<file path="config.mk">
export PLATFORM = sky130hd
export DESIGN_NAME = cmd_frame_decoder
export DESIGN_NICKNAME = d
export VERILOG_FILES = /design/src/rtl/cmd_frame_decoder.sv
export SDC_FILE = /design/constraint.sdc
export NUM_CORES = 1
export LEC_CHECK = 0
export ABC_CLOCK_PERIOD_IN_PS = 2400
export BUFFER_PORTS_ARGS = -buffer_cell sky130_fd_sc_hd__buf_2
export CORE_MARGIN = 1.5
export CORE_UTILIZATION = 53
export DETAILED_ROUTE_END_ITERATION = 8
export GPL_ROUTABILITY_DRIVEN = 0
export MAX_ROUTING_LAYER = met4
export PLACE_DENSITY = 0.89
export SLEW_MARGIN = 25
export SYNTH_ARGS = -nofsm -noshare
export SYNTH_HDL_FRONTEND = slang
export SYNTH_SLANG_ARGS = --single-unit
</file>
<file path="constraint.sdc">
create_clock -name clk -period 2.4 [get_ports clk]
set_input_delay 0.12 -clock clk [delete_from_list [all_inputs] [get_ports clk]]
set_output_delay 0.12 -clock clk [all_outputs]
set_load 0.01 [all_outputs]
</file>
<file path="src/rtl/cmd_frame_decoder.sv">
// Host serial command framer: gathers a command byte plus its fixed-length little-endian
// argument and offers {cmd, arg} on a valid/ready handshake. Optional idle timeout: CMD_TIMEOUT_EN.
module cmd_frame_decoder #(
  parameter int unsigned TIMEOUT_CYCLES = 1000000,
  parameter int unsigned CNT_W          = 20
) (
  input  logic        clk,
  input  logic        rst,
  input  logic [7:0]  rx_data,
  input  logic        rx_valid,
  output logic [7:0]  cmd,
  output logic [31:0] arg,
  output logic        cmd_valid,
  input  logic        cmd_ready,
  output logic        overrun,
  output logic        busy
);

  typedef enum logic [1:0] {
    IDLE = 2'd0,
    ARG  = 2'd1,
    HOLD = 2'd2
  } state_t;

  // Elaboration guard: the timeout counter must be able to reach TIMEOUT_CYCLES-1.
  if (CNT_W < 1 || $clog2(TIMEOUT_CYCLES) > CNT_W) begin : g_cnt_w_check
    $error("cmd_frame_decoder: CNT_W too narrow for TIMEOUT_CYCLES");
  end

  function automatic logic [2:0] arg_len(input logic [7:0] c);
    case (c)
      8'h41:               return 3'd2;
      8'h42:               return 3'd1;
      8'h4F, 8'h4D, 8'h72: return 3'd4;
      default:             return 3'd0;
    endcase
  endfunction

  state_t     state;
  logic [1:0] idx;
  logic [1:0] last_idx;
  logic [2:0] rx_len;
  logic       start_frame;

  assign rx_len = arg_len(rx_data);

  // A byte arriving while the held command is being retired starts a new frame immediately.
  assign start_frame = rx_valid && (state == IDLE || (state == HOLD && cmd_ready));

`ifdef CMD_TIMEOUT_EN
  localparam logic [CNT_W-1:0] CNT_LIMIT = CNT_W'(TIMEOUT_CYCLES - 1);

  logic [CNT_W-1:0] idle_cnt;
  logic             timeout_hit;

  assign timeout_hit = (state != HOLD) && !rx_valid && (idle_cnt == CNT_LIMIT);
`endif

  always_ff @(posedge clk or posedge rst) begin
    if (rst) begin
      state     <= IDLE;
      cmd       <= '0;
      arg       <= '0;
      cmd_valid <= 1'b0;
      overrun   <= 1'b0;
      busy      <= 1'b0;
      idx       <= '0;
      last_idx  <= '0;
`ifdef CMD_TIMEOUT_EN
      idle_cnt  <= '0;
`endif
    end else begin
      case (state)
        IDLE: ;
        ARG: begin
          if (rx_valid) begin
            arg[{idx, 3'b000} +: 8] <= rx_data;
            idx                     <= idx + 2'd1;
            if (idx == last_idx) begin
              cmd_valid <= 1'b1;
              busy      <= 1'b0;
              state     <= HOLD;
            end
          end
        end
        HOLD: begin
          if (cmd_ready) begin
            cmd_valid <= 1'b0;
            state     <= IDLE;
          end else if (rx_valid) begin
            overrun <= 1'b1;
          end
        end
        default: state <= IDLE;
      endcase

      // NOTE: non-blocking assignments make the last write in this block win, so the
      // frame-start below deliberately overrides the HOLD retirement above in the same cycle.
      if (start_frame) begin
        cmd <= rx_data;
        arg <= '0;
        if (rx_len == 3'd0) begin
          cmd_valid <= 1'b1;
          busy      <= 1'b0;
          state     <= HOLD;
        end else begin
          idx       <= '0;
          last_idx  <= 2'(rx_len - 3'd1);
          busy      <= 1'b1;
          state     <= ARG;
        end
      end

`ifdef CMD_TIMEOUT_EN
      if (state == HOLD || rx_valid) begin
        idle_cnt <= '0;
      end else if (timeout_hit) begin
        // Silence abandons any partial argument and reports the NOP pseudo-command.
        idle_cnt  <= '0;
        cmd       <= 8'hff;
        arg       <= '0;
        cmd_valid <= 1'b1;
        busy      <= 1'b0;
        state     <= HOLD;
      end else begin
        idle_cnt <= idle_cnt + 1'b1;
      end
`endif
    end
  end

endmodule

</file>
==> impl_metrics.csv, run 1 <==
group,metric,value,unit
setup_path,endpoint_kind,"register",
clocking,clock-root-buffer,"clkbuf_8",
setup_path,startpoint,"idx[0]$_DFF_PP0_",
timing,worstMarginPinSlew,0.819,ns
cells_and_area,syn_to_final_growth,17.2,%
cells_and_area,multi_input_area,963,um2
floorplan,die_width,68.5,um
grt,grt-ovfl-total,0,
floorplan,die_h,68.5,um
routing,vias_per_cell,5.68,
setup_path,cp_num_buf_inv,2,
synth,synth_seq_cells,49,
grt,grt_pass1_wl,7510,um
power,p_per_area,792,nW/um2
place,dp.cells,279,
cells_and_area,finalNetCount,257,
synth,ys_warn_count,0,
floorplan,ioPinCount,55,
routing,drt-initial-drc-count,140,
clocking,cts_tree,"built",
floorplan,initial_core_util,56.0,%
synth,syn_area_per_cell,12.5,um2
clocking,cts_resized,0,
setup_path,r2r_start,"idx[0]$_DFF_PP0_",
cells_and_area,insertedDiodeCount,0,
run,maxCapViolations,0,
cells_and_area,n_fill_cell,325,
cells_and_area,layout_commonest_cell,"buf_2",
timing,setup-tns-final,0,ns
clocking,cts.sink_count,49,
synth,synth_nets,202,
routing,wl_per_cell,17.3,um
routing,antenna_left,0,
routing,drt-total-wl,4950,um
clocking,htreeDepth,2,
routing,drcViolationCount,0,
clocking,clk_latency,0.30,ns
grt,track_usage,22.4,%
setup_path,cp_cell_sequence,"inv_1 -> ha_1 -> inv_1 -> nor4_4 -> a22oi_1 -> nor2_1",
setup_path,max_stage_delay,0.52,ns
timing,period_needed,2.17,ns
grt,grt_pass1_vias,1499,
setup_path,cp.required,2.62,ns
setup_path,crit_slowest_cell,"dfrtp_1",
timing,drv_slew,0,
synth,synth_cell_types,39,
clocking,clk_path_buf_depth,2,
synth,syn_area,2270,um2
timing,slew_headroom,45.3,%
grt,grt_max_degree,50,
setup_path,crit_family,"simple AND/OR/NAND/NOR gates",
outcome,violations,"hold timing",
power,vdd_ir_drop_max,430,uV
outcome,run_status,"complete, but fails checks",
cells_and_area,regArea,1230,um2
setup_path,start_kind,"register",
worst_hold_path,hold_class,"input port to async pin",
clocking,post_cts_buffers,0,
power,leakagePower,1.34,nW
cells_and_area,mostFrequentLayoutCells,"buf_2 (54), dfrtp_1 (49), nor2_1 (19)",
timing,rsz0062_at_grt,"false",
cells_and_area,fin_cells,286,
timing,setup_viol,0,
place,hpwl,3580,um
synth,seq_area_frac_synth,54.0,%
clocking,cts-hold-fix-buffers,0,
setup_path,cp_data_arrival_time,2.39,ns
setup_path,cpMostUsedCell,"inv_1",
timing,finClkSkew,0.00316,ns
clocking,path_clk_slew,0.08,ns
floorplan,dieArea,4690,um2
routing,vias,1625,
floorplan,core_area,4060,um2
floorplan,std_cell_rows,23,
timing,period_share,90.4,%
synth,synthCells,181,
place,port_buffers,54,
clocking,cts_buffers,5,
timing,timing.fmax,0.461,GHz
grt,antenna_found_initial,0,
setup_path,critPathKind,"register to register",
cells_and_area,drive_above_1_share,37.3,%
timing,whs,-0.0557,ns
routing,first_pass_iters,4,
setup_path,path_max_fanout,8,
timing,hold_viol,49,
[cells in the mapped netlist]
| master | n | share of area, % |
|---|---|---|
| a21boi_2 | 1 | 0.50 |
| a21boi_4 | 1 | 0.83 |
| a21o_1 | 1 | 0.33 |
| a21o_2 | 2 | 0.77 |
| a21oi_1 | 4 | 0.88 |
| a21oi_2 | 1 | 0.39 |
| a22o_1 | 14 | 5.4 |
| a22o_2 | 2 | 0.88 |
| a22oi_1 | 16 | 5.3 |
| a2bb2oi_1 | 1 | 0.39 |
| a31oi_1 | 1 | 0.28 |
| and4b_1 | 1 | 0.44 |
| buf_2 | 3 | 0.66 |
| buf_4 | 2 | 0.66 |
| clkbuf_1 | 1 | 0.17 |
| clkbuf_2 | 2 | 0.44 |
| dfrtp_1 | 49 | 54 |
| ha_1 | 9 | 5.0 |
| inv_1 | 10 | 1.7 |
| mux2_2 | 8 | 4.0 |
| mux2_4 | 1 | 0.66 |
| mux2i_1 | 2 | 0.88 |
| nand2_1 | 5 | 0.83 |
| nand3_1 | 7 | 1.5 |
| nand3b_1 | 1 | 0.33 |
| nand4_4 | 1 | 0.94 |
| nor2_1 | 19 | 3.1 |
| nor2_2 | 1 | 0.28 |
| nor2_4 | 1 | 0.50 |
| nor2b_1 | 1 | 0.28 |
| nor3_1 | 1 | 0.22 |
| nor4_4 | 4 | 3.7 |
| nor4b_2 | 1 | 0.66 |
| nor4b_4 | 1 | 1.0 |
| o21a_1 | 1 | 0.33 |
| o21ai_0 | 1 | 0.22 |
| o41ai_1 | 1 | 0.39 |
| xnor2_1 | 1 | 0.39 |
| xor2_1 | 2 | 0.77 |
[kinds of logic after synthesis]
| family | Yosys count | synth area share, % |
|---|---|---|
| DFF | 49 | 54.0 |
| AOI/OAI and AO/OA | 47 | 16.9 |
| and+or+nand+nor | 44 | 13.9 |
| buffers and inverters | 18 | 3.58 |
| muxes | 11 | 5.51 |
| adders and majority gates | 9 | 4.96 |
| xor gates and xnor gates | 3 | 1.16 |
[final timing paths]
check / slack (ns) / end / cells after the start
min in group clk: 0.12 / overrun$_DFFE_PP0P_ / 2
max in group asynchronous: 1.96 / idx[0]$_DFF_PP0_ / 2
min reg2reg: 0.47 / overrun$_DFFE_PP0P_ / 1
max reg2reg: 0.23 / arg[11]$_DFFE_PP0P_ / 6
max: 0.23 / arg[11]$_DFFE_PP0P_ / 6
min: -0.06 / arg[0]$_DFFE_PP0P_ / 2
[registers in the layout (all words and copies together), names as in the netlist]
register and cells:
last_idx 2, busy 1, overrun 1, state 2, arg 32, idx 2
cmd 8, cmd_valid 1
[metal layers]
metal	vias up	global-route usage, %	routed length (um)
met2	55	35.5	2420
met5	-	-	0
met4	0	6.00	61
li1	765	-	-
met1	797	30.1	2210
met3	8	3.45	261
[report_power, final]
| part | internal [mW] | switching [mW] | total, mW |
|---|---|---|---|
| clock | 0.229 | 0.253 | 0.482 |
| combinational | 0.248 | 0.382 | 0.630 |
| sequential | 0.922 | 0.0730 | 0.995 |
[worst reg2reg max path: stages (launching register included)]
cell and delay, ns:
dfrtp_1 0.52, inv_1 0.24, ha_1 0.44, inv_1 0.12, nor4_4 0.50, a22oi_1 0.13
nor2_1 0.14
[per-stage QoR]
stage	power, mW	setup WS [ns]	cell area [um2]	hold WS [ns]	util [%]
CTS	2.12	0.213	2660	0.0856	65.6
finish	2.11	0.231	2660	-0.0557	65.6
global route	2.23	0.00379	2660	0.0102	65.6
detailed placement	1.65	0.223	2570	0.409	63.5
floorplan	1.47	0.520	2270	0.253	-
global placement	1.61	0.377	2570	0.396	63.5
[final cells by class]
cell class | instances | area share, %
flip-flops and latches | 49 | 46.1
multi-input cells | 114 | 36.2
inverters | 10 | 1.46
clock buffers | 7 | 3.24
well taps | 50 | 2.35
repair buffers | 56 | 10.7
Note: power is estimated with default switching activity, not from simulation.
==> run 2, diff against run 1 <==
==> constraint.sdc (replaced) <==
create_clock -name clk -period 2.4 [get_ports clk]
set_input_delay 0.48 -clock clk [delete_from_list [all_inputs] [get_ports clk]]
set_output_delay 0.48 -clock clk [all_outputs]
set_load 0.01 [all_outputs]
==> impl_metrics.csv, run 2 (synthesis results as in run 1) <==
group,metric,value,unit
outcome,run_status,"completed",
floorplan,die_width,68.5,um
power,p_per_area,788,nW/um2
setup_path,cp_cell_sequence,"inv_1 -> ha_1 -> nand3_1 -> nor4_4 -> a22oi_1 -> nor2_1",
grt,grt_pass1_vias,1530,
clocking,cts.sink_count,49,
timing,rsz0062_at_grt,"false",
cells_and_area,multi_input_area,963,um2
setup_path,max_stage_delay,0.48,ns
worst_hold_path,hold_class,"input port to register",
timing,finalWorstSetupSlack,0.430,ns
routing,first_pass_iters,5,
timing,period_share,82.1,%
cells_and_area,finalNetCount,263,
grt,antenna_found_initial,0,
clocking,clk_path_buf_depth,2,
setup_path,crit_slowest_cell,"nor4_4",
setup_path,r2r_slack,0.43,ns
cells_and_area,regArea,1230,um2
timing,drv_slew,0,
cells_and_area,layout_commonest_cell,"buf_2",
cells_and_area,syn_to_final_growth,19.3,%
clocking,cts_resized,0,
cells_and_area,utilization,66.8,%
cells_and_area,mostFrequentLayoutCells,"buf_2 (54), dfrtp_1 (49), nor2_1 (19)",
clocking,cts_buffers,5,
timing,worstMarginPinSlew,0.648,ns
cells_and_area,largest_reg_flops,32,
floorplan,die_h,68.5,um
timing,timing.fmax,0.508,GHz
clocking,path_clk_slew,0.09,ns
place,dp.cells,284,
grt,grt_pass1_wl,7550,um
grt,track_usage,22.8,%
routing,drt-initial-drc-count,175,
floorplan,ioPinCount,55,
cells_and_area,insertedDiodeCount,0,
cells_and_area,reg_top3,"arg (32), cmd (8)",
setup_path,rr_worst_depth,6,
timing,finClkSkew,0.00924,ns
clocking,post_cts_buffers,0,
timing,hold_viol,0,
setup_path,path_max_fanout,9,
grt,grt-ovfl-total,0,
clocking,clock-root-buffer,"clkbuf_8",
timing,setup_viol,0,
timing,slew_headroom,56.8,%
place,port_buffers,54,
clocking,clk_latency,0.31,ns
setup_path,crit_family,"simple AND/OR/NAND/NOR gates",
setup_path,cp_data_arrival_time,2.21,ns
timing,period_needed,1.97,ns
power,vdd_ir_drop_max,358,uV
setup_path,startpoint,"state[1]$_DFFE_PP0P_",
run,maxCapViolations,0,
grt,grt_max_degree,25,
routing,antenna_left,0,
routing,drt-total-wl,5030,um
clocking,htreeDepth,2,
setup_path,r2r_start,"state[1]$_DFFE_PP0P_",
power,leakagePower,1.37,nW
setup_path,critPathKind,"register to register",
clocking,cts_tree,"built",
floorplan,std_cell_rows,23,
setup_path,endpoint_kind,"register",
cells_and_area,drive_above_1_share,38.7,%
routing,wl_per_cell,17.2,um
place,hpwl,3620,um
worst_hold_path,hold_start,"rx_valid",
floorplan,initial_core_util,56.0,%
worst_hold_path,hold_depth,2,
floorplan,dieArea,4690,um2
setup_path,start_kind,"register",
routing,vias_per_cell,5.69,
cells_and_area,n_fill_cell,290,
routing,vias,1667,
place,place_ws,0.142,ns
floorplan,core_area,4060,um2
clocking,cts-hold-fix-buffers,0,
worst_hold_path,min_to,"overrun$_DFFE_PP0P_",
cells_and_area,top_register,"arg",
setup_path,cp.required,2.64,ns
routing,drcViolationCount,0,
setup_path,rr_endpoint,"arg[13]$_DFFE_PP0P_",
timing,setup-tns-final,0,ns
cells_and_area,fin_cells,293,
setup_path,cp_num_buf_inv,1,
==> run 2: cell types whose count changed in the layout (fill, tap and decap cells not counted), sizes merged <==
cell / delta
dlygate4sd3: +1
inv: +2
clkbuf: -1
buf: +5
==> run 2: area by class of cell <==
type / instances / area share (%)
sequential: 49 / 45.3
multi-input combinational: 114 / 35.6
timing repair buffer: 62 / 12.3
clock buffer: 6 / 2.68
tap: 50 / 2.31
inverter: 10 / 1.39
clock inverter: 2 / 0.508
==> run 2: power breakdown <==
part	internal (mW)	switching [mW]	total, mW	leakage [nW]
Combinational	0.259	0.414	0.673	0.674
Sequential	0.922	0.0563	0.979	0.646
Clock	0.208	0.274	0.482	0.0456
==> run 2: worst max-delay path by stage <==
stage	to	slack, ns	cells after the start
floorplan	last_idx[0]$_DFFE_PP0P_	0.32	7
CTS	arg[13]$_DFFE_PP0P_	0.45	6
detailed placement	last_idx[0]$_DFFE_PP0P_	0.14	7
global placement	last_idx[0]$_DFFE_PP0P_	0.21	7
global route	arg[4]$_DFFE_PP0P_	0.30	6
finish	arg[13]$_DFFE_PP0P_	0.43	6
==> run 2: layer usage <==
| metal | part of all wire, % | GRT usage (%) | vias to the layer above |
|---|---|---|---|
| li1 | - | - | 781 |
| met1 | 45 | 30.6 | 814 |
| met2 | 47 | 33.5 | 66 |
| met3 | 6.3 | 5.43 | 6 |
| met4 | 1.2 | 8.75 | 0 |
| met5 | 0 | - | - |
==> run 2: through the flow <==
stage               total power [mW]  hold WS [ns]  cell area (um2)
detailed placement              1.66         0.339             2610
finish                          2.13         0.462             2710
global placement                1.64         0.343             2610
global route                    2.25         0.464             2710
CTS                             2.14       0.00422             2700
floorplan                       1.47         0.487             2270
